**src/rtl/mask_pattern_pkg.sv**
```systemverilog
// Shared constants, timing helpers and FSM encoding for mask_pattern_gen.
// Optional feature macro: MASK_PATTERN_MOVE_EN (see mask_pattern_gen.sv).
package mask_pattern_pkg;

   localparam int unsigned POS_W = 11;

   localparam int unsigned DEF_H_ACTIVE = 64;
   localparam int unsigned DEF_H_FP     = 4;
   localparam int unsigned DEF_H_SYNC   = 8;
   localparam int unsigned DEF_H_BP     = 4;
   localparam int unsigned DEF_V_ACTIVE = 48;
   localparam int unsigned DEF_V_FP     = 2;
   localparam int unsigned DEF_V_SYNC   = 2;
   localparam int unsigned DEF_V_BP     = 2;

   // Total period of a line (in clocks) or frame (in lines)
   function automatic int unsigned calc_total(input int unsigned act, input int unsigned fp,
                                              input int unsigned sync, input int unsigned bp);
      return act + fp + sync + bp;
   endfunction

   // Increment a column and wrap it into [0, modulus)
   function automatic logic [POS_W-1:0] wrap_inc(input logic [POS_W-1:0] x,
                                                 input int unsigned modulus);
      return POS_W'((32'(x) + 32'd1) % modulus);
   endfunction

   typedef enum logic {
      IDLE = 1'b0,
      RUN  = 1'b1
   } state_t;

endpackage

```
**src/rtl/mask_pattern_gen_timing.sv**
```systemverilog
// video_timing_counter: hc/vc raster counters with wrap and end-of-frame strobe.
module video_timing_counter
   import mask_pattern_pkg::*;
#(
   parameter int unsigned H_TOTAL = 80,
   parameter int unsigned V_TOTAL = 54
) (
   input  logic             clk,
   input  logic             rst,
   input  logic             i_run,
   output logic [POS_W-1:0] o_hc,
   output logic [POS_W-1:0] o_vc,
   output logic             o_eof_c
);

   localparam logic [POS_W-1:0] L_H_LAST = POS_W'(H_TOTAL - 1);
   localparam logic [POS_W-1:0] L_V_LAST = POS_W'(V_TOTAL - 1);

   logic [POS_W-1:0] r_hc;
   logic [POS_W-1:0] r_vc;
   logic             w_h_last;
   logic             w_v_last;

   assign w_h_last = (r_hc == L_H_LAST);
   assign w_v_last = (r_vc == L_V_LAST);

   // Counters advance only while running; held at zero otherwise
   always_ff @(posedge clk) begin
      if (rst || !i_run) begin
         r_hc <= '0;
         r_vc <= '0;
      end else if (w_h_last) begin
         r_hc <= '0;
         r_vc <= w_v_last ? '0 : r_vc + POS_W'(1);
      end else begin
         r_hc <= r_hc + POS_W'(1);
      end
   end

   assign o_hc    = r_hc;
   assign o_vc    = r_vc;
   assign o_eof_c = i_run && w_h_last && w_v_last;

endmodule

```
**src/rtl/mask_pattern_gen.sv**
```systemverilog
// mask_pattern_gen: synthetic video source with de/h_sync/v_sync and a
// one-rectangle binary mask. Define MASK_PATTERN_MOVE_EN to make the
// rectangle step one column right (wrapping) every frame.
module mask_pattern_gen
   import mask_pattern_pkg::*;
#(
   parameter int unsigned H_ACTIVE = DEF_H_ACTIVE,
   parameter int unsigned H_FP     = DEF_H_FP,
   parameter int unsigned H_SYNC   = DEF_H_SYNC,
   parameter int unsigned H_BP     = DEF_H_BP,
   parameter int unsigned V_ACTIVE = DEF_V_ACTIVE,
   parameter int unsigned V_FP     = DEF_V_FP,
   parameter int unsigned V_SYNC   = DEF_V_SYNC,
   parameter int unsigned V_BP     = DEF_V_BP
) (
   input  logic             clk,
   input  logic             rst,
   input  logic             enable,
   input  logic [POS_W-1:0] rect_x0,
   input  logic [POS_W-1:0] rect_x1,
   input  logic [POS_W-1:0] rect_y0,
   input  logic [POS_W-1:0] rect_y1,
   output logic             de,
   output logic             h_sync,
   output logic             v_sync,
   output logic             mask,
   output logic [POS_W-1:0] x_pos,
   output logic [POS_W-1:0] y_pos,
   output logic             frame_start,
   output logic             busy
);

   localparam int unsigned H_TOTAL = calc_total(H_ACTIVE, H_FP, H_SYNC, H_BP);
   localparam int unsigned V_TOTAL = calc_total(V_ACTIVE, V_FP, V_SYNC, V_BP);

   localparam logic [POS_W-1:0] L_HA  = POS_W'(H_ACTIVE);
   localparam logic [POS_W-1:0] L_HS0 = POS_W'(H_ACTIVE + H_FP);
   localparam logic [POS_W-1:0] L_HS1 = POS_W'(H_ACTIVE + H_FP + H_SYNC);
   localparam logic [POS_W-1:0] L_VA  = POS_W'(V_ACTIVE);
   localparam logic [POS_W-1:0] L_VS0 = POS_W'(V_ACTIVE + V_FP);
   localparam logic [POS_W-1:0] L_VS1 = POS_W'(V_ACTIVE + V_FP + V_SYNC);

   state_t           r_state;
   state_t           w_state_nxt;
   logic             w_load;
   logic             w_reload;
   logic             w_run;
   logic             w_eof_c;
   logic [POS_W-1:0] w_hc;
   logic [POS_W-1:0] w_vc;

   logic [POS_W-1:0] r_x0;
   logic [POS_W-1:0] r_x1;
   logic [POS_W-1:0] r_y0;
   logic [POS_W-1:0] r_y1;

   logic             w_de;
   logic             w_hs;
   logic             w_vs;
   logic             w_mask;
   logic             w_fs;

   logic             r_de;
   logic             r_hs;
   logic             r_vs;
   logic             r_mask;
   logic [POS_W-1:0] r_x_pos;
   logic [POS_W-1:0] r_y_pos;
   logic             r_fs;
   logic             r_busy;

   assign w_run = (r_state == RUN);

   video_timing_counter #(
      .H_TOTAL (H_TOTAL),
      .V_TOTAL (V_TOTAL)
   ) u_timing (
      .clk     (clk),
      .rst     (rst),
      .i_run   (w_run),
      .o_hc    (w_hc),
      .o_vc    (w_vc),
      .o_eof_c (w_eof_c)
   );

   // State register
   always_ff @(posedge clk) begin
      if (rst) r_state <= IDLE;
      else     r_state <= w_state_nxt;
   end

   // Next state; enable is only looked at on a frame boundary
   always_comb begin
      w_state_nxt = r_state;
      w_load      = 1'b0;
      w_reload    = 1'b0;
      case (r_state)
         IDLE: begin
            if (enable) begin
               w_state_nxt = RUN;
               w_load      = 1'b1;
            end
         end
         RUN: begin
            if (w_eof_c) begin
               if (enable) w_reload    = 1'b1;
               else        w_state_nxt = IDLE;
            end
         end
      endcase
   end

   // Rectangle shadow registers, updated only at frame boundaries
   always_ff @(posedge clk) begin
      if (rst) begin
         r_x0 <= '0;
         r_x1 <= '0;
         r_y0 <= '0;
         r_y1 <= '0;
      end else if (w_load) begin
         r_x0 <= rect_x0;
         r_x1 <= rect_x1;
         r_y0 <= rect_y0;
         r_y1 <= rect_y1;
      end else if (w_reload) begin
`ifdef MASK_PATTERN_MOVE_EN
         r_x0 <= wrap_inc(r_x0, H_ACTIVE);
         r_x1 <= wrap_inc(r_x1, H_ACTIVE);
`else
         r_x0 <= rect_x0;
         r_x1 <= rect_x1;
`endif
         r_y0 <= rect_y0;
         r_y1 <= rect_y1;
      end
   end

   // Raster decode; an inverted rectangle fails both compares and stays empty
   always_comb begin
      w_de   = w_run && (w_hc < L_HA) && (w_vc < L_VA);
      w_hs   = w_run && (w_hc >= L_HS0) && (w_hc < L_HS1);
      w_vs   = w_run && (w_vc >= L_VS0) && (w_vc < L_VS1);
      w_mask = w_de && (w_hc >= r_x0) && (w_hc <= r_x1) &&
                       (w_vc >= r_y0) && (w_vc <= r_y1);
      w_fs   = w_de && (w_hc == '0) && (w_vc == '0);
   end

   // Single output register stage keeps every output cycle-aligned
   always_ff @(posedge clk) begin
      if (rst) begin
         r_de    <= 1'b0;
         r_hs    <= 1'b0;
         r_vs    <= 1'b0;
         r_mask  <= 1'b0;
         r_x_pos <= '0;
         r_y_pos <= '0;
         r_fs    <= 1'b0;
         r_busy  <= 1'b0;
      end else begin
         r_de    <= w_de;
         r_hs    <= w_hs;
         r_vs    <= w_vs;
         r_mask  <= w_mask;
         r_x_pos <= w_de ? w_hc : '0;
         r_y_pos <= w_de ? w_vc : '0;
         r_fs    <= w_fs;
         r_busy  <= w_run;
      end
   end

   assign de          = r_de;
   assign h_sync      = r_hs;
   assign v_sync      = r_vs;
   assign mask        = r_mask;
   assign x_pos       = r_x_pos;
   assign y_pos       = r_y_pos;
   assign frame_start = r_fs;
   assign busy        = r_busy;

endmodule

```
**config.mk**
```make
export PLATFORM = sky130hd
export DESIGN_NAME = mask_pattern_gen
export DESIGN_NICKNAME = d
export VERILOG_FILES = /design/src/rtl/mask_pattern_pkg.sv /design/src/rtl/mask_pattern_gen_timing.sv /design/src/rtl/mask_pattern_gen.sv
export SDC_FILE = /design/constraint.sdc
export NUM_CORES = 1
export LEC_CHECK = 0
export ABC_CLOCK_PERIOD_IN_PS = 2500
export CAP_MARGIN = 20
export CORE_MARGIN = 5
export CORE_UTILIZATION = 40
export DETAILED_ROUTE_END_ITERATION = 6
export SYNTH_ARGS = -nofsm -noshare
export SYNTH_HDL_FRONTEND = slang
export SYNTH_HIERARCHICAL = 1
export SYNTH_SLANG_ARGS = --single-unit
```
**constraint.sdc**
```tcl
create_clock -name clk -period 2.5 [get_ports clk]
set_input_delay 0.625 -clock clk [delete_from_list [all_inputs] [get_ports clk]]
set_output_delay 0.625 -clock clk [all_outputs]
set_load 0.05 [all_outputs]
```
# Word-level counts from Yosys, hierarchy flattened
# Cells that the tools add are included.
classes:
  addsub: 2
  n_lt_le_gt_ge: 10
  eq_ne: 2
  n_mux: 15
  bitwise: 2
  reduce_logical: 21
op_table:
  columns: ["cell", "n"]
  rows:
  - ["2-to-1 mux 11 bit", 9]
  - ["adder 11 x 1 -> 11 bit (second input constant)", 2]
  - ["greater-or-equal comparator 11 bit", 2]
  - ["less-or-equal comparator 11 bit", 2]
  - ["logical NOT 11 bit", 2]
  - ["less-than comparator 11 x 6 -> 1 bit (second input constant)", 2]
  - ["less-than comparator 11 x 7 -> 1 bit (second input constant)", 2]
  - ["logical AND 1 bit", 14]
  - ["equality test 11 x 6 -> 1 bit (second input constant)", 1]
  - ["equality test 11 x 7 -> 1 bit (second input constant)", 1]
  - ["greater-or-equal comparator 11 x 6 -> 1 bit (second input constant)", 1]
  - ["greater-or-equal comparator 11 x 7 -> 1 bit (second input constant)", 1]
  - ["2-to-1 mux 1 bit", 5]
  - ["OR reduction 2 bit", 2]
  - ["NOT 1 bit", 2]
  - ["case mux 1 bit (2 select lines)", 1]
  - ["nonzero test 2 bit", 1]
  - ["logical NOT 1 bit", 1]
  - ["logical OR 1 bit", 1]
totals:
  regBits: 95
  output_inout_bits: 28

# Logic depth before layout (Yosys ltp)
# Gate-level depths: netlist of the first run.
depth:
  word_depth: 7
  mapped_depth: 12

# Hierarchy
# Netlist of the first run, hierarchy kept.
by_module_without_submodules:
  columns: ["module", "instances", "cells_per_inst", "area_each_um2"]
  rows:
  - ["mask_pattern_gen", 1, 402, 3393.3]
  - ["video_timing_counter", 1, 112, 1031.0]

# Worst setup path after synthesis of the first run
# No wires, ideal clock.
synth_timing:
  path_kind: "reg2reg"
  startpoint: "reg u_timing.r_hc[1], in the netlist u_timing/o_hc[1]"
  endpoint: "reg r_x0[0]"
  t_arrival_ns: 2.256
  required_ns: 2.430
  slack_ns: 0.174
  stages_incl_launch_ff: 13
  n_path_buf: 4
  synth_period_minus_slack_ns: 2.326
  path_cell_list: "dfxtp_1 -> ha_1 -> and3_1 -> buf_2 -> nand3_2 -> buf_4 -> nor3_1 -> nand2b_1 -> and2_1 -> clkbuf_1 -> clkbuf_1 -> nand2_1 -> a21oi_1"
synth_between:
  elab_chain_len: 6
synth_rtl:
  columns: ["item", "line_no", "rtl"]
  rows:
  - ["start, declared", "mask_pattern_gen_timing.sv:19", "logic [POS_W-1:0] r_hc;"]
  - ["start signal, assigned", "mask_pattern_gen_timing.sv:36", "r_hc <= r_hc + POS_W'(1);"]
  - ["equality test 11 x 7 -> 1 bit", "mask_pattern_gen_timing.sv:24", "assign w_h_last = (r_hc == L_H_LAST);"]
  - ["logical AND 1 bit (2 in series)", "mask_pattern_gen_timing.sv:42", "assign o_eof_c = i_run && w_h_last && w_v_last;"]
  - ["named net w_eof_c", "mask_pattern_gen.sv:48", "logic w_eof_c;"]
  - ["2-to-1 mux 1 bit", "mask_pattern_gen.sv:105", "if (w_eof_c) begin"]
  - ["2-to-1 mux 1 bit", "mask_pattern_gen.sv:97", "case (r_state)"]
  - ["nonzero test 2 bit (no source line)", null, null]
  - ["end signal, assigned", "mask_pattern_gen.sv:121", "r_x0 <= rect_x0;"]
  - ["end signal, assigned", "mask_pattern_gen.sv:130", "r_x0 <= rect_x0;"]
  - ["end, declared", "mask_pattern_gen.sv:52", "logic [POS_W-1:0] r_x0;"]
# The timed path passes the listed nets, and every way through them passes these cells.
# A chain may end at the register's enable or synchronous reset.

# Worst setup path in the final report of the first run
layout_timing:
  startpoint: "reg r_mask, in the netlist mask"
  endpoint: "out mask"
layout_lines:
  columns: ["item", "line_no", "rtl"]
  rows:
  - ["start, declared", "mask_pattern_gen.sv:66", "logic r_mask;"]
  - ["start signal, assigned", "mask_pattern_gen.sv:163", "r_mask <= w_mask;"]
  - ["end, declared", "mask_pattern_gen.sv:26", "output logic mask,"]
# No word-level cell between the ends.

==> summary.md, run 1 <==
| Metric | Value |
|---|---|
| First-pass GRT wire length | 17000 µm |
| Total wire length | between 10000 and 15000 µm |
| Core Region | 10800 µm² |
| Later-pin clock latency in the skew report | ~0.37 ns |
| Initial antenna violation count | 0 |
| MaxCap Viol Count | 0 |
| CP max stage delay | 0.83 ns |
| Rows | 38 |
| Htree depth | 3 |
| Largest net degree at the start of global routing | 47 |
| Clock transition at the registers of the reported paths | 0.09 ns |
| Netlist cell types | 50 |
| Antenna-violating nets left | 0 |
| Most common cell in the netlist | nand2_1 |
| Area growth, synth to finish | 26.6% |
| Critical path data arrival time | 1.59 ns |
| # Post-CTS Setup Buffers | 0 |
| Maximum vdd drop | 242 µV |
| Vias after detailed routing | 3667 |
| Cells after synthesis | around 510 |
| GRT Util Overall | 0.159 |
| Worst Hold Depth | 2 |
| Top cells by area, synth | dfxtp_1, ha_1, nand2_1 |
| YS warnings | 6 |
| Worst reg2reg startpoint | u_timing/o_vc[5] |
| Worst hold slack | 0.460 ns |
| Antenna diode count | 0 |
| Cell family with most CP delay | buffers and inverters |
| CP Cell Sequence | clkdlybuf4s50_1 |
| Final Hold Vio Count | 0 |
| Synth top area share | 0.430 |
| Layout net count | 694 |
| Crit-path max FO | 1 |
| Reg2Reg Depth | 8 |
| Netlist Area Pre-Place | roughly 4400 µm² |
| Ys async rst share | 0 |
| End of the worst register-to-register path | r_y1[9] |
| PD cells | 554 nW/µm² |
| Post-synth EDFFs | 0 |
| Final GP Congestion | 0.821 |
| Post-CTS Resized | 0 |
| Hold_sp | r_y1[3] |
| Slew HR | 0.660 |
| Slowest library cell on the worst path | clkdlybuf4s50_1 |
| CP startpoint kind | register |
| Worst Skew | 0.0124 ns |
| Main synth FF type | dfxtp_1 |
| First drt pass iteration count | 4 |
| Grt total ovfl | 0 |
| Root buf cell | clkbuf_8 |
| # port buffers | 74 |
| DRT iter0 DRCs | roughly 170 |
| Fillers | 1039 |
| Worst Path Buf+Inv | 1 |
| Count of state elements after synthesis | 95 |
| Die Ht | between 100 and 150 µm |
| Clock buffer depth | 2 |
| Pins Over Slew Limit | 0 |
| Synth area leader | dfxtp_1 |
| Layout cells sized above 1 | 0.0579 |
| TritonCTS Buffers | 9 |
| DP Wirelength | 7450 µm |
| Die W | 115 µm |
| Critical Path Source | mask |
| Fin crit period | roughly 2.2 ns |
| Die footprint | 13300 µm² |
| Status | finished, final reports clean |
| Worst Setup End Kind | primary output |
| Via count of the first global-routing pass | 3654 |
| Clock sinks | 95 |
| Final setup viols | 0 |
| Max frequency | 452 MHz |
| Static Leakage | 2.22 nW |
| WS Path Type | register to primary output |
| Final Cycle Share | 0.885 |
| HP Class | register to register |
| Avg Synthesized Cell Area | between 8 and 9 µm² |
| CTS tree | done |
| RSZ-0062 raised after global routing | false |
| WHS Endpoint | r_y1[3] |
| DR vias/cell | 4.92 |
| Seq/Total Area, Yosys | 0.430 |
| Synth top cells by count | nand2_1, dfxtp_1, a21oi_1 |
| R2r setup slk | 0.32 ns |
| Setup_tns | 0 ns |
| Slew @ Worst Pin | 0.508 ns |
| Io pins | 75 |
| Critical Path RT | between 1.5 and 2 ns |
| Wirelength per Cell | 13.5 µm |
| Drt drc | 0 |
| Starting density of the core | 0.408 |
| CTS Hold Bufs | 0 |
worst max-delay path by stage:
stage | slack [ns] | depth (start not counted) | endpoint
after floorplan | 0.17 | 12 | r_x0[0]
after global placement | 0.30 | 6 | mask
after detailed placement | 0.20 | 6 | mask
after CTS | 0.25 | 1 | mask
after global routing | 0.09 | 8 | r_x1[10]
final | 0.29 | 1 | mask
logic make-up (layout without fill, tap and decap cells):
group / Yosys count / in the layout / share of synthesized area
simple gates: 203 / 203 / 0.227
flops: 95 / 95 / 0.430
compound gates: 90 / 90 / 0.123
buf+inv: 63 / 145 / 0.0566
fa+ha+maj: 47 / 47 / 0.133
xor+xnor: 14 / 14 / 0.0277
other cells: 1 / 10 / 0.000848
mux: 1 / 1 / 0.00226
stage by stage:
stage | util | std cells | power, mW | worst slack (ns) | cell area, µm²
finish | 0.517 | 745 | 3.10 | 0.288 | 5600
global route | 0.517 | 745 | 3.26 | 0.0857 | 5600
CTS | 0.517 | 745 | 3.15 | 0.251 | 5600
detailed placement | 0.496 | 729 | 2.00 | 0.203 | 5380
global placement | 0.496 | 729 | 1.99 | 0.302 | 5380
floorplan | - | 523 | 1.85 | 0.174 | 4460
cell usage in the layout (no fill, tap or decap), types with 2 or more instances in the layout:
master and count:
or3_1 3, inv_1 46, a21oi_1 61, nor3_1 5, xnor2_1 2, o31ai_1 3, o21ai_0 8, inv_6 3
or4_1 3, dfxtp_1 95, a21o_1 3, clkbuf_8 9, nand3_1 9, and3_1 4, conb_1 10, clkinvlp_4 2
xor2_1 12, nor4_1 4, a211oi_1 4, nand2_1 102, nand3b_1 2, buf_4 8, nand2b_1 4, and2_1 13
o2111ai_1 2, nand4_1 14, ha_1 47, clkdlybuf4s50_1 74, and4_1 4, nor2_1 25, bufinv_16 2
power by group:
group,internal [mW],switching (mW)
sequential,1.57,0.0264
combinational,0.170,0.198
clock,0.574,0.569
total,2.31,0.793
flip-flops by register name, indices dropped and copies added, names as in the netlist, 11 cells and up:
signal / cells
r_x0: 11
r_y0: 11
u_timing/o_hc: 11
u_timing/o_vc: 11
x_pos: 11
y_pos: 11
r_x1: 11
r_y1: 11
tightest hold or removal path, cell delays in order (launching register included):
cell     delay (ns)
dfxtp_1        0.32
nand2_1        0.05
a21oi_1        0.05
area by class of cell:
type	instances	area (µm²)	share of cell area
inverter	46	173	0.0308
clock inverter	7	101	0.0181
clock buffer	9	124	0.0221
tap	140	175	0.0313
multi-input combinational	365	2310	0.412
sequential	95	1900	0.340
timing repair buffer	83	821	0.147
routing by layer:
metal  vias up  share of wire  GRT usage
met4         0         0.0099     0.0509
met3         9          0.063     0.0400
li1       1906              -          -
met5         -              0          0
met1      1666           0.45      0.195
met2        86           0.48      0.274
Power figures use the tool's default switching activity.
==> inputs of run 2 (changes only) <==
--- a/config.mk
+++ b/config.mk
@@ -10,6 +10,7 @@
 export CORE_MARGIN = 5
 export CORE_UTILIZATION = 40
 export DETAILED_ROUTE_END_ITERATION = 6
+export RECOVER_POWER = 100
 export SYNTH_ARGS = -nofsm -noshare
 export SYNTH_HDL_FRONTEND = slang
 export SYNTH_HIERARCHICAL = 1
==> summary.md, run 2 (synthesis results as in run 1) <==
| Metric | Value |
|---|---|
| Antenna-violating nets left | 0 (unchanged) |
| Total wire length | 10100 µm (-0.19%) |
| RSZ-0062 raised after global routing | false |
| CP startpoint kind | register |
| CP Cell Sequence | dlygate4sd3_1 |
| Later-pin clock latency in the skew report | 0.37 ns (about the same) |
| CP max stage delay | 0.89 ns (+0.06 ns) |
| Setup_tns | 0 ns (unchanged) |
| Slew HR | 0.384 (-0.276) |
| Io pins | 75 (unchanged) |
| CTS Hold Bufs | 0 (unchanged) |
| Final setup viols | 0 (unchanged) |
| Slew @ Worst Pin | 0.924 ns (+0.416 ns) |
| Worst Setup End Kind | primary output |
| Maximum vdd drop | 240 µV (-1.0%) |
| Die Ht | 115 µm (unchanged) |
| Layout net count | 694 (unchanged) |
| Grt total ovfl | 0 (unchanged) |
| # Post-CTS Setup Buffers | 0 (unchanged) |
| Pins Over Slew Limit | 0 (unchanged) |
| HP Class | register to register |
| CTS tree | done |
| Die W | 115 µm (unchanged) |
| Status | finished, final reports clean |
| Final Cycle Share | 0.912 (+0.0275) |
| Worst Path Buf+Inv | 1 (unchanged) |
| Post-CTS Resized | 0 (unchanged) |
| Clock buffer depth | 2 (unchanged) |
| First-pass GRT wire length | 17000 µm (unchanged) |
| Worst setup margin | 0.219 ns (-0.0688 ns) |
| Rows | 38 (unchanged) |
| Largest net degree at the start of global routing | 47 (unchanged) |
| Critical path data arrival time | 1.66 ns (+0.07 ns) |
| Critical Path RT | 1.88 ns (about the same) |
| Starting density of the core | 0.408 (unchanged) |
| Htree depth | 3 (unchanged) |
| Fin crit period | 2.28 ns (+0.0688 ns) |
| First drt pass iteration count | 4 (unchanged) |
| Layout cells sized above 1 | 0.0496 (-0.00826) |
| DR vias/cell | 4.92 (about the same) |
| Final core utilization | 0.514 (-0.00231) |
| Die footprint | 13300 µm² (unchanged) |
| Wirelength per Cell | 13.5 µm (-0.19%) |
| Clock transition at the registers of the reported paths | 0.09 ns (about the same) |
| PD cells | 555 nW/µm² (+0.16%) |
| Total power | 3.09 mW (-0.29%) |
| Core Region | 10800 µm² (unchanged) |
| Via count of the first global-routing pass | 3654 (unchanged) |
| Clock sinks | 95 (unchanged) |
| Cell family with most CP delay | buffers and inverters |
| Slowest library cell on the worst path | dlygate4sd3_1 |
| Static Leakage | 2.28 nW (+2.4%) |
| Crit-path max FO | 1 (unchanged) |
| DRT iter0 DRCs | 194 (+13%) |
| Final GP Congestion | 0.821 (unchanged) |
| GRT Util Overall | 0.159 (unchanged) |
| WS Path Type | register to primary output |
| Most common cell after layout, fill and taps aside | nand2_1 |
| MaxCap Viol Count | 0 (unchanged) |
| Drt drc | 0 (unchanged) |
| Root buf cell | clkbuf_8 |
| # port buffers | 74 (unchanged) |
| Max frequency | 438 MHz (-3.0%) |
| Worst Skew | 0.0125 ns (+0.0000560 ns) |
| Antenna diode count | 0 (unchanged) |
| Most frequent cells in the layout | nand2_1, dfxtp_1, a21oi_1 |
| Vias after detailed routing | 3668 (+0.027%) |
| TritonCTS Buffers | 9 (unchanged) |
| Final Hold Vio Count | 0 (unchanged) |
| Placed Area | 5380 µm² (unchanged) |
| Dpl ws | 0.203 ns (unchanged) |
| Initial antenna violation count | 0 (unchanged) |
| DP Wirelength | 7450 µm (unchanged) |
| Area growth, synth to finish | 26.0% |
| Final instance area | 5580 µm² (-0.45%) |
==> run 2: per-stage QoR <==
step           hold WS, ns  std cells
6_report             0.460        745
5_1_grt              0.482        745
4_1_cts              0.462        745
3_5_place_dp         0.448        729
3_3_place_gp         0.446        729
2_1_floorplan        0.436        523
==> run 2: path summary, 6_finish.rpt <==
path,startpoint,end,slack [ns],depth (start not counted)
worst max-delay path,mask,mask,0.22,1
worst min-delay path,r_y1[3],r_y1[3],0.46,2
worst max register to register,u_timing/o_vc[5],r_x1[4],0.32,8
worst min register to register,r_y1[3],r_y1[3],0.46,2
==> run 2: metal layers <==
metal / vias up / track usage / part of all wire
li1: 1907 / - / -
met1: 1671 / 0.195 / 0.45
met2: 79 / 0.274 / 0.48
met3: 11 / 0.0400 / 0.059
met4: 0 / 0.0509 / 0.011
met5: - / 0 / 0
==> run 2: final cells by class <==
cell class / count / area (µm²)
clock buffers: 9 / 124
repair buffers: 83 / 811
fillers: 1049 / 5260
inverters: 46 / 173
well taps: 140 / 175
multi-input cells: 365 / 2290
flip-flops and latches: 95 / 1900
clock inverters: 7 / 101
==> run 2: power breakdown <==
part / internal, mW / total, mW / switching, mW
logic: 0.164 / 0.360 / 0.196
clock network: 0.574 / 1.14 / 0.568
registers: 1.57 / 1.59 / 0.0258
total: 2.30 / 3.09 / 0.790
==> inputs of run 3 (changes only) <==
--- a/config.mk
+++ b/config.mk
@@ -10,8 +10,10 @@
 export CORE_MARGIN = 5
 export CORE_UTILIZATION = 40
 export DETAILED_ROUTE_END_ITERATION = 6
+export GPL_TIMING_DRIVEN = 0
 export RECOVER_POWER = 100
 export SYNTH_ARGS = -nofsm -noshare
 export SYNTH_HDL_FRONTEND = slang
 export SYNTH_HIERARCHICAL = 1
 export SYNTH_SLANG_ARGS = --single-unit
+export TNS_END_PERCENT = 10
==> summary.md, run 3 (synthesis results as in run 1) <==
| Metric | Value |
|---|---|
| Met2 wire length | 4760 µm (-1.6%) |
| Final GP Congestion | 0.817 (-0.49%) |
| Clock transition at the registers of the reported paths | 0.09 ns (about the same) |
| DR vias/cell | 4.90 (-0.50%) |
| Total wire length | 9920 µm (-1.4%) |
| CTS tree | done |
| Max frequency | 421 MHz (-4.0%) |
| Fin crit period | 2.38 ns (+0.0945 ns) |
| Final core utilization | 0.516 (+0.00162) |
| Most frequent cells in the layout | nand2_1, dfxtp_1, a21oi_1 |
| Worst Skew | 0.0117 ns (-0.000772 ns) |
| Final instance area | 5590 µm² (+0.31%) |
| HP Class | register to register |
| Maximum vdd drop | 311 µV (+30%) |
| Initial antenna violation count | 0 (unchanged) |
| Highest routed metal layer | met4 |
| Largest net degree at the start of global routing | 17 (-64%) |
| TritonCTS Buffers | 9 (unchanged) |
| Via count of the first global-routing pass | 3757 (+2.8%) |
| Static Leakage | 2.28 nW (+0.14%) |
| Worst hold slack | 0.458 ns (-0.00247 ns) |
| Die W | 115 µm (unchanged) |
| First-pass GRT wire length | 16800 µm (-1.1%) |
| DRT iter0 DRCs | 71 (-63%) |
| Dpl ws | -0.578 ns (-0.781 ns) |
| Final Hold Vio Count | 0 (unchanged) |
| Clock sinks | 95 (unchanged) |
| Die footprint | 13300 µm² (unchanged) |
| Slew @ Worst Pin | 0.652 ns (-0.271 ns) |
| Fillers | 1081 (+3.1%) |
| Worst setup margin | 0.125 ns (-0.0945 ns) |
| Total power | 2.90 mW (-6.4%) |
| Worst Setup End Kind | register |
| Layout cells sized above 1 | 0.0701 (+0.0206) |
| PD cells | 518 nW/µm² (-6.7%) |
| Antenna-violating nets left | 0 (unchanged) |
| Wirelength per Cell | 13.2 µm (-2.4%) |
| Starting density of the core | 0.408 (unchanged) |
| M1 wire length | 4580 µm (+1.4%) |
| CP startpoint kind | input port |
| Final setup viols | 0 (unchanged) |
| Finished Layout Cells | 753 (+1.1%) |
| Met3 wire len | 445 µm (-25%) |
| Drt drc | 0 (unchanged) |
| Status | finished, final reports clean |
| MaxCap Viol Count | 0 (unchanged) |
| DP Wirelength | 7620 µm (+2.4%) |
| Worst Hold Depth | 2 (unchanged) |
| Most common cell after layout, fill and taps aside | nand2_1 |
| Placed Area | 5370 µm² (about the same) |
| # port buffers | 74 (unchanged) |
| Later-pin clock latency in the skew report | 0.36 ns (about the same) |
| Inst Count DP | 737 (+1.1%) |
| First drt pass iteration count | 4 (unchanged) |
| Slew HR | 0.562 (+0.178) |
| Area growth, synth to finish | 26.4% |
| Crit-path max FO | 10 (+9) |
| Htree depth | 3 (unchanged) |
| Clock buffer depth | 2 (unchanged) |
| Critical Path RT | 2.80 ns (+0.92 ns) |
| Die Ht | 115 µm (unchanged) |
| Antenna diode count | 0 (unchanged) |
| Reg2Reg Depth | 10 (+2) |
| Core Region | 10800 µm² (unchanged) |
| Grt total ovfl | 0 (unchanged) |
| Vias after detailed routing | 3689 (+0.57%) |
| RSZ-0062 raised after global routing | false |
| Pins Over Slew Limit | 0 (unchanged) |
| Setup_tns | 0 ns (unchanged) |
| Layout net count | 702 (+1.2%) |
| Final Cycle Share | 0.950 (+0.0378) |
| Rows | 38 (unchanged) |
| GRT Util Overall | 0.157 (-0.00196) |
| Root buf cell | clkbuf_8 |
| WS Path Type | input port to register |
| Critical path data arrival time | 2.68 ns (+1.02 ns) |
| Io pins | 75 (unchanged) |
| CTS Hold Bufs | 0 (unchanged) |
[run 3: cell types whose count changed in the layout (fill, tap and decap cells not counted), moves of 2 or more]
| cell | delta |
|---|---|
| clkbuf_2 | +3 |
| dfxtp_1 | -4 |
| bufinv_16 | -2 |
| clkbuf_4 | +4 |
| clkbuf_1 | +3 |
| dfxtp_4 | +2 |
| buf_4 | -3 |
| inv_6 | -2 |
| dfxtp_2 | +2 |
[run 3: metal layers]
metal | GRT usage | vias up
li1 | - | 1923
met1 | 0.194 | 1685
met2 | 0.267 | 69
met3 | 0.0363 | 12
met4 | 0.0595 | 0
met5 | 0 | -
[run 3: power by group]
part           internal [mW]  total (mW)  switching, mW
sequential              1.56        1.59         0.0256
combinational          0.172       0.372          0.201
clock                  0.392       0.934          0.542
total                   2.13        2.90          0.768
[run 3: final timing paths]
check | from | end | slack (ns)
min reg2reg | r_y1[1] | r_y1[1] | 0.46
max reg2reg | u_timing/o_hc[3] | r_x1[5] | 0.17
max | rst | y_pos[4] | 0.12
min | r_y1[1] | r_y1[1] | 0.46
[run 3: area by class of cell]
type | instances | area (µm²) | area share
Clock inverter | 6 | 45.0 | 0.00805
Inverter | 46 | 173 | 0.0309
Multi-Input combinational cell | 365 | 2310 | 0.413
Buffer | 16 | 92.6 | 0.0166
Sequential cell | 95 | 1910 | 0.342
Timing Repair Buffer | 75 | 748 | 0.134
Clock buffer | 10 | 138 | 0.0246
Tap cell | 140 | 175 | 0.0313
[run 3: timing repair]
action,4_1_cts,5_1_grt
endpoints found under the setup margin,44,40
pin swaps,0,0
resized for setup,14,17
buffers inserted,0,1
[run 3: worst max-delay path, cell delays in order]
cell and delay, ns:
dlygate4sd3_1 0.56, buf_2 0.21, nor2b_1 0.27, nand2_1 0.14, and4bb_1 0.41, clkbuf_1 0.29
and2_1 0.17
